<file path="config.mk">
export PLATFORM = sky130hd
export DESIGN_NAME = updown_counter_ctrl
export DESIGN_NICKNAME = d
export VERILOG_FILES = /design/src/rtl/updown_counter_ctrl.sv
export SDC_FILE = /design/constraint.sdc
export NUM_CORES = 1
export LEC_CHECK = 0
export CORE_MARGIN = 1
export CORE_UTILIZATION = 61
export DETAILED_ROUTE_END_ITERATION = 6
export PLACE_DENSITY_LB_ADDON = 0.25
export SYNTH_ARGS = -nofsm -noshare
export SYNTH_HDL_FRONTEND = slang
export SYNTH_SLANG_ARGS = --single-unit
</file>
<file path="constraint.sdc">
create_clock -name clk -period 2.3 [get_ports clk]
set_input_delay 0.46 -clock clk [delete_from_list [all_inputs] [get_ports clk]]
set_output_delay 0.46 -clock clk [all_outputs]
set_load 0.02 [all_outputs]
</file>
<file path="src/rtl/updown_counter_ctrl.sv">
// Up/down LED counter controller: debounced buttons, STOP/RUN/PAUSE FSM,
// prescaled count enable and a wrap pulse, all on a single clock.
// Optional build macro CNT_SATURATE_EN: the counter saturates at its limits,
// pulses wrap and drops to PAUSE instead of wrapping modulo 2^CNT_W.
module updown_counter_ctrl #(
    parameter int unsigned CNT_W     = 4,
    parameter int unsigned PRESC_MAX = 16777216,
    parameter int unsigned DB_CYCLES = 1000000
) (
    input  logic             clk,
    input  logic             rst,
    input  logic             btn0,
    input  logic             btn1,
    output logic [CNT_W-1:0] S,
    output logic             led0,
    output logic             led1,
    output logic             wrap
);

    localparam int unsigned PRESC_W = (PRESC_MAX > 1) ? $clog2(PRESC_MAX) : 1;
    localparam int unsigned DB_W    = (DB_CYCLES > 1) ? $clog2(DB_CYCLES) : 1;
    localparam int unsigned NBTN    = 2;

    typedef enum logic [1:0] {
        ST_STOP  = 2'd0,
        ST_RUN   = 2'd1,
        ST_PAUSE = 2'd2
    } state_e;

    // Button path registers, index 0 = btn0 (direction), 1 = btn1 (run/pause)
    logic [NBTN-1:0] btn_raw;
    logic [NBTN-1:0] sync1_q;
    logic [NBTN-1:0] sync2_q;
    logic [NBTN-1:0] level_q;
    logic [NBTN-1:0] prev_q;
    logic [NBTN-1:0] press_q;
    logic [NBTN-1:0] armed_q;
    logic [DB_W-1:0] db_cnt_q [NBTN];
    logic [1:0]      warm_q;

    // Counter / FSM registers
    state_e             state_q;
    logic [PRESC_W-1:0] presc_q;
    logic [CNT_W-1:0]   cnt_q;
    logic               dir_q;
    logic               run_q;
    logic               wrap_q;

    // Combinational helpers for the FSM
    logic               tick_c;
    logic               limit_c;
    logic               both_c;
    logic               sat_hit_c;
    logic [CNT_W-1:0]   step_d;
    logic [PRESC_W-1:0] presc_d;

    assign btn_raw = {btn1, btn0};

    // Synchronize, debounce and edge-detect both buttons. A button is only
    // armed once it has been seen released after reset, so a button held
    // through reset produces no press until it is released and pressed again.
    always_ff @(posedge clk) begin
        if (rst) begin
            sync1_q <= '0;
            sync2_q <= '0;
            level_q <= '0;
            prev_q  <= '0;
            press_q <= '0;
            armed_q <= '0;
            warm_q  <= '0;
            for (int i = 0; i < NBTN; i++) begin
                db_cnt_q[i] <= '0;
            end
        end else begin
            sync1_q <= btn_raw;
            sync2_q <= sync1_q;
            prev_q  <= level_q;
            if (warm_q != 2'd2) begin
                warm_q <= warm_q + 2'd1;
            end
            for (int i = 0; i < NBTN; i++) begin
                if (sync2_q[i] != level_q[i]) begin
                    if (db_cnt_q[i] == DB_W'(DB_CYCLES - 1)) begin
                        level_q[i]  <= sync2_q[i];
                        db_cnt_q[i] <= '0;
                    end else begin
                        db_cnt_q[i] <= db_cnt_q[i] + DB_W'(1);
                    end
                end else begin
                    db_cnt_q[i] <= '0;
                end
                press_q[i] <= level_q[i] & ~prev_q[i] & armed_q[i];
                if ((prev_q[i] && !level_q[i]) ||
                    (warm_q == 2'd2 && !level_q[i] && !sync2_q[i])) begin
                    armed_q[i] <= 1'b1;
                end
            end
        end
    end

    // Tick, next count value and limit detection for the current direction
    always_comb begin
        tick_c  = (state_q == ST_RUN) && (presc_q == PRESC_W'(PRESC_MAX - 1));
        presc_d = tick_c ? '0 : presc_q + PRESC_W'(1);
        step_d  = dir_q ? cnt_q + CNT_W'(1) : cnt_q - CNT_W'(1);
        limit_c = dir_q ? (cnt_q == '1) : (cnt_q == '0);
        both_c  = press_q[0] & press_q[1];
`ifdef CNT_SATURATE_EN
        sat_hit_c = tick_c & limit_c;
`else
        sat_hit_c = 1'b0;
`endif
    end

    // STOP/RUN/PAUSE state machine with registered counter and LEDs
    always_ff @(posedge clk) begin
        if (rst) begin
            state_q <= ST_STOP;
            presc_q <= '0;
            cnt_q   <= '0;
            dir_q   <= 1'b1;
            run_q   <= 1'b0;
            wrap_q  <= 1'b0;
        end else if (both_c) begin
            state_q <= ST_STOP;
            presc_q <= '0;
            cnt_q   <= '0;
            run_q   <= 1'b0;
            wrap_q  <= 1'b0;
        end else begin
            wrap_q <= 1'b0;
            if (press_q[0]) begin
                dir_q <= ~dir_q;
            end
            case (state_q)
                ST_STOP: begin
                    if (press_q[1]) begin
                        state_q <= ST_RUN;
                        run_q   <= 1'b1;
                    end
                end
                ST_RUN: begin
                    presc_q <= presc_d;
                    if (tick_c) begin
`ifdef CNT_SATURATE_EN
                        if (limit_c) begin
                            wrap_q <= 1'b1;
                        end else begin
                            cnt_q <= step_d;
                        end
`else
                        cnt_q  <= step_d;
                        wrap_q <= limit_c;
`endif
                    end
                    if (press_q[1] || sat_hit_c) begin
                        state_q <= ST_PAUSE;
                        run_q   <= 1'b0;
                    end
                end
                ST_PAUSE: begin
                    if (press_q[1]) begin
                        state_q <= ST_RUN;
                        run_q   <= 1'b1;
                    end
                end
                default: begin
                    state_q <= ST_STOP;
                    run_q   <= 1'b0;
                end
            endcase
        end
    end

    assign S    = cnt_q;
    assign led0 = dir_q;
    assign led1 = run_q;
    assign wrap = wrap_q;

endmodule

</file>
After elaboration in Yosys (flattened, before gate mapping)
Memory sizes are Yosys's and may differ from the RTL's.
Index checks and enable logic that the tools add are counted.

word-level totals
  register bits after elaboration = 47
  RAM bits = 40
  output and inout port bits = 7
  memories kept = 1

cells by class
  add/sub/neg operators = 6
  equality and inequality tests = 12
  mux-type cells = 39
  bitwise logic cells = 17
  reduce and logical (&&, ||, !) cells = 23

memories
  memory    words  width  rd ports  clocked after Yosys merged registers in  wr ports  RTL line  source
  db_cnt_q  2      20     2         0                                        2         38        logic [DB_W-1:0] db_cnt_q [NBTN];

operators by type and width
  operator                 count
  $mux W20                 6
  $add A20 B1 Y20 const B  2
  $eq A20 B20 Y1 const B   2
  $mux W1                  27
  $add A24 B1 Y24 const B  1
  $eq A24 B24 Y1 const B   1
  $mux W24                 1
  $reduce_and A2 Y1        5
  $logic_and A1 B1 Y1      7
  $not A1 Y1               6
  $or A1 B1 Y1             6
  $and A1 B1 Y1            5
  $add A4 B1 Y4 const B    1
  $eq A2 B2 Y1 const B     2
  $eq A4 B4 Y1 const B     1
  $logic_not A1 Y1         4
  $logic_not A4 Y1         1
  $mux W2                  2
  $mux W4                  1
  $ne A2 B2 Y1 const B     2
  $pmux W2 S2              1
  $reduce_or A2 Y1         2
  $reduce_or A4 Y1         1
  $sub A4 B1 Y4 const B    1
  other kinds (7)          9

Logic depth before layout (Yosys ltp)
An unclocked memory read counts as a cell.

  word-level depth = 9
  depth in mapped cells = 8
  gate-level depth less buffers = 7

Worst setup path after synthesis
Ideal clock, no wire load.

  path kind = reg2reg
  from = memory db_cnt_q[0][13] (netlist name)
  to = memory db_cnt_q[0][12] (netlist name) (data pin)
  arrival time = 1.587 ns
  data required time = 2.046 ns
  path slack = 0.459 ns
  cell stages (with the launch flop) = 8
  buffers on the path = 2
  path through = edfxtp_1 nor4_1 nand4_1 nor4_1 or2_1 buf_2 buf_4 nor2_1

RTL lines
  item                RTL line
  start: declaration  38

==> flow_metrics.py <==
metrics = {
    "status": {
        "outcome": "finished clean",
    },
    "placement": {
        "portBuffers": 10,
        "hpwl_mm": 5.00,
        "place_area_um2": 4510,
        "routabilityCongestion": 0.783,
        "dp_worst_setup_slack_ps": 248,
    },
    "die": {
        "ios": 11,
        "die_x_um": 84.4,
        "design.core.area_um2": 6460,
        "chipHeight_um": 84.4,
        "num_rows": 29,
        "initial_utilization_pct": 64.2,
        "dieArea_um2": 7130,
    },
    "timing": {
        "fin_worst_skew_ps": 8.20,
        "setup_ws_ps": 236,
        "hold-worst-slack_ps": 448,
        "fin_crit_sh_pct": 89.7,
        "period_needed_ps": 2060,
        "fin_setup_tns_ps": 0,
        "final_hold_viol_count": 0,
        "rsz0062_at_grt": "false",
        "drv_slew": 0,
        "slew-limit-headroom_pct": 61.6,
        "fmax_ghz": 0.485,
        "worst_slew_pin_slew_ps": 576,
        "setup_viol": 0,
    },
    "clock_tree": {
        "cts_resized": 0,
        "cts.sinks": 87,
        "clockRootBuffer": "clkbuf_8",
        "cts_setup_buffers": 0,
        "clk_latency_ps": 360,
        "cts_buffers": 9,
        "clk_path_buf_depth": 2,
        "clk_pin_slew_ps": 90,
        "htreeDepth": 3,
        "cts_tree": "done",
        "hold_buffers": 0,
    },
    "layout": {
        "drive_gt1_share_pct": 7.28,
        "regArea_um2": 2140,
        "nets": 487,
        "antennaDiodeCount": 0,
        "multiInputGateArea_um2": 2070,
        "area_delta_synth_final_pct": 14.1,
        "postLayoutCellArea_um2": 4730,
        "fillers": 470,
    },
    "detailed_routing": {
        "detail_route.wirelength_mm": 7.16,
        "post_drt_wl_per_cell_um": 12.8,
        "drtAntennaViolNets": 0,
        "avgViaCountPerCell": 5.30,
        "vias": 2957,
        "drc": 0,
        "dr.pass1.iters": 4,
        "drt-initial-drc-count": 118,
    },
    "hold_path": {
        "holdCritStartpoint": "sync1_q[0]",
        "min_path_type": "flip-flop to flip-flop",
        "hold_path_depth": 1,
        "min_to": "sync2_q[0]",
    },
    "worst_setup_path": {
        "critPathLaunchType": "flip-flop",
        "rr_worst_depth": 7,
        "reg2reg_from": "db_cnt_q[1][0]",
        "crit_fanout": 20,
        "critPathKind": "flip-flop to flip-flop",
        "cp_data_required_time_ps": 2410,
        "r2r_end": "db_cnt_q[1][17]",
        "cp-end-kind": "flip-flop",
        "reg2reg_slack_ps": 240,
        "worstPathArrival_ps": 2180,
    },
    "logic_synthesis": {
        "yosysMostFrequentCell": "nor2_1",
        "syn_area_um2": 4150,
        "yosys_warnings": 0,
        "yosys.area.top_type": "edfxtp_1",
        "netlist_top_cells_count": "nor2_1 (90), dfxtp_1 (47), edfxtp_1 (40), xor2_1 (40), nand3_1 (27)",
        "yosysSeqAreaShare_pct": 51.7,
        "synth.distinct_cells": 44,
        "async_reset_ff_share_pct": 0,
        "synth_top_cell_area_share_pct": 29.0,
        "synth.area.top_cells": "edfxtp_1 (29%), dfxtp_1 (23%), xor2_1 (8.4%)",
        "synth_enable_flop_cells": 40,
        "ys_ff_latch": 87,
        "avgSynthCellArea_um2": 9.94,
        "syn_inst": 417,
        "ys.flop_type": "dfxtp_1",
    },
    "grt": {
        "grt_pass1_wl_mm": 12.2,
        "grt_pass1_vias": 2844,
        "grt_max_degree": 21,
        "overflow": 0,
        "antenna_found_initial": 0,
        "grt_usage_pct": 21.8,
    },
    "power": {
        "leakage_nw": 1.78,
        "power_density_nw_per_um2": 648,
        "ir_drop_mv": 0.584,
    },
    "run": {
        "cap_violations": 0,
    },
}
==> layout make-up <==
type / count / area share [%]
Sequential cell: 87 / 45.3
Multi-Input combinational cell: 354 / 43.9
Timing Repair Buffer: 18 / 3.65
Clock buffer: 10 / 3.15
Tap cell: 77 / 2.04
Clock inverter: 6 / 1.53
Inverter: 6 / 0.476
==> layer usage <==
metal  GRT usage [%]  vias to the layer above  share of wire [%]
met4            8.01                        0                1.7
li1                -                     1522                  -
met5               0                        -                  0
met2            36.3                       37                 48
met1            26.8                     1386                 47
met3            6.88                       12                3.0
==> registers in the layout, indices dropped and copies added, names as in the netlist <==
register and flops:
led0 1, sync2_q 2, press_q 2, sync1_q 2
wrap 1, db_cnt_q 40, state_q 2, S 4
presc_q 24, prev_q 2, led1 1, warm_q 2
armed_q 2, level_q 2
==> how the worst max path moves through the flow <==
stage / from / end / slack [ps] / cells after the start
2_1_floorplan: db_cnt_q[0][13] / db_cnt_q[0][12] / 460 / 7
6_report: db_cnt_q[1][0] / db_cnt_q[1][17] / 240 / 7
3_5_place_dp: db_cnt_q[1][0] / db_cnt_q[1][9] / 250 / 7
3_3_place_gp: db_cnt_q[1][0] / db_cnt_q[1][12] / 280 / 7
4_1_cts: db_cnt_q[1][0] / db_cnt_q[1][17] / 230 / 7
5_1_grt: db_cnt_q[1][0] / db_cnt_q[1][11] / 100 / 7
==> power by group <==
group | switching, mW | total [mW] | internal, mW | leakage, nW
clock | 0.580 | 1.16 | 0.583 | 0.114
sequential | 0.0473 | 1.72 | 1.68 | 0.793
combinational | 0.100 | 0.175 | 0.0751 | 0.872
total | 0.728 | 3.06 | 2.33 | 1.78
==> worst max-delay path, cell delays in order, from the launching register on <==
cell and delay (ps):
edfxtp_1 420, ha_1 240, nand2_1 90, or2_1 240
nor3_1 330, or3_1 180, buf_4 230, nor2_1 70
==> logic make-up after synthesis <==
group / Yosys count / synth area share [%]
simple gates: 219 / 27.1
flops: 87 / 51.7
xor+xnor: 62 / 13.1
compound gates: 21 / 2.72
buf+inv: 15 / 1.84
fa+ha+maj: 7 / 2.29
mux: 5 / 1.21
other cells: 1 / 0.0904
==> metrics by stage <==
step	total power [mW]	std cells	utilization (%)
after floorplan	1.88	456	-
after global placement	1.92	542	69.8
after detailed placement	1.93	542	69.8
after CTS	3.10	558	73.2
after global routing	3.19	558	73.2
final	3.06	558	73.2
==> placed cells by master (no fill, tap or decap), drive strengths merged, types with 5 or more instances in the layout <==
cell type and instances:
a21oi 12, and3 12, and4 9, buf 8, clkbuf 10, clkdlybuf4s50 10
conb 40, dfxtp 47, edfxtp 40, ha 6, inv 9, mux2i 5
nand2 21, nand3 27, nand4 16, nor2 91, nor2b 8, nor3 10
o21ai 6, or3 5, xnor2 22, xor2 40
Power figures use the tool's default switching activity.
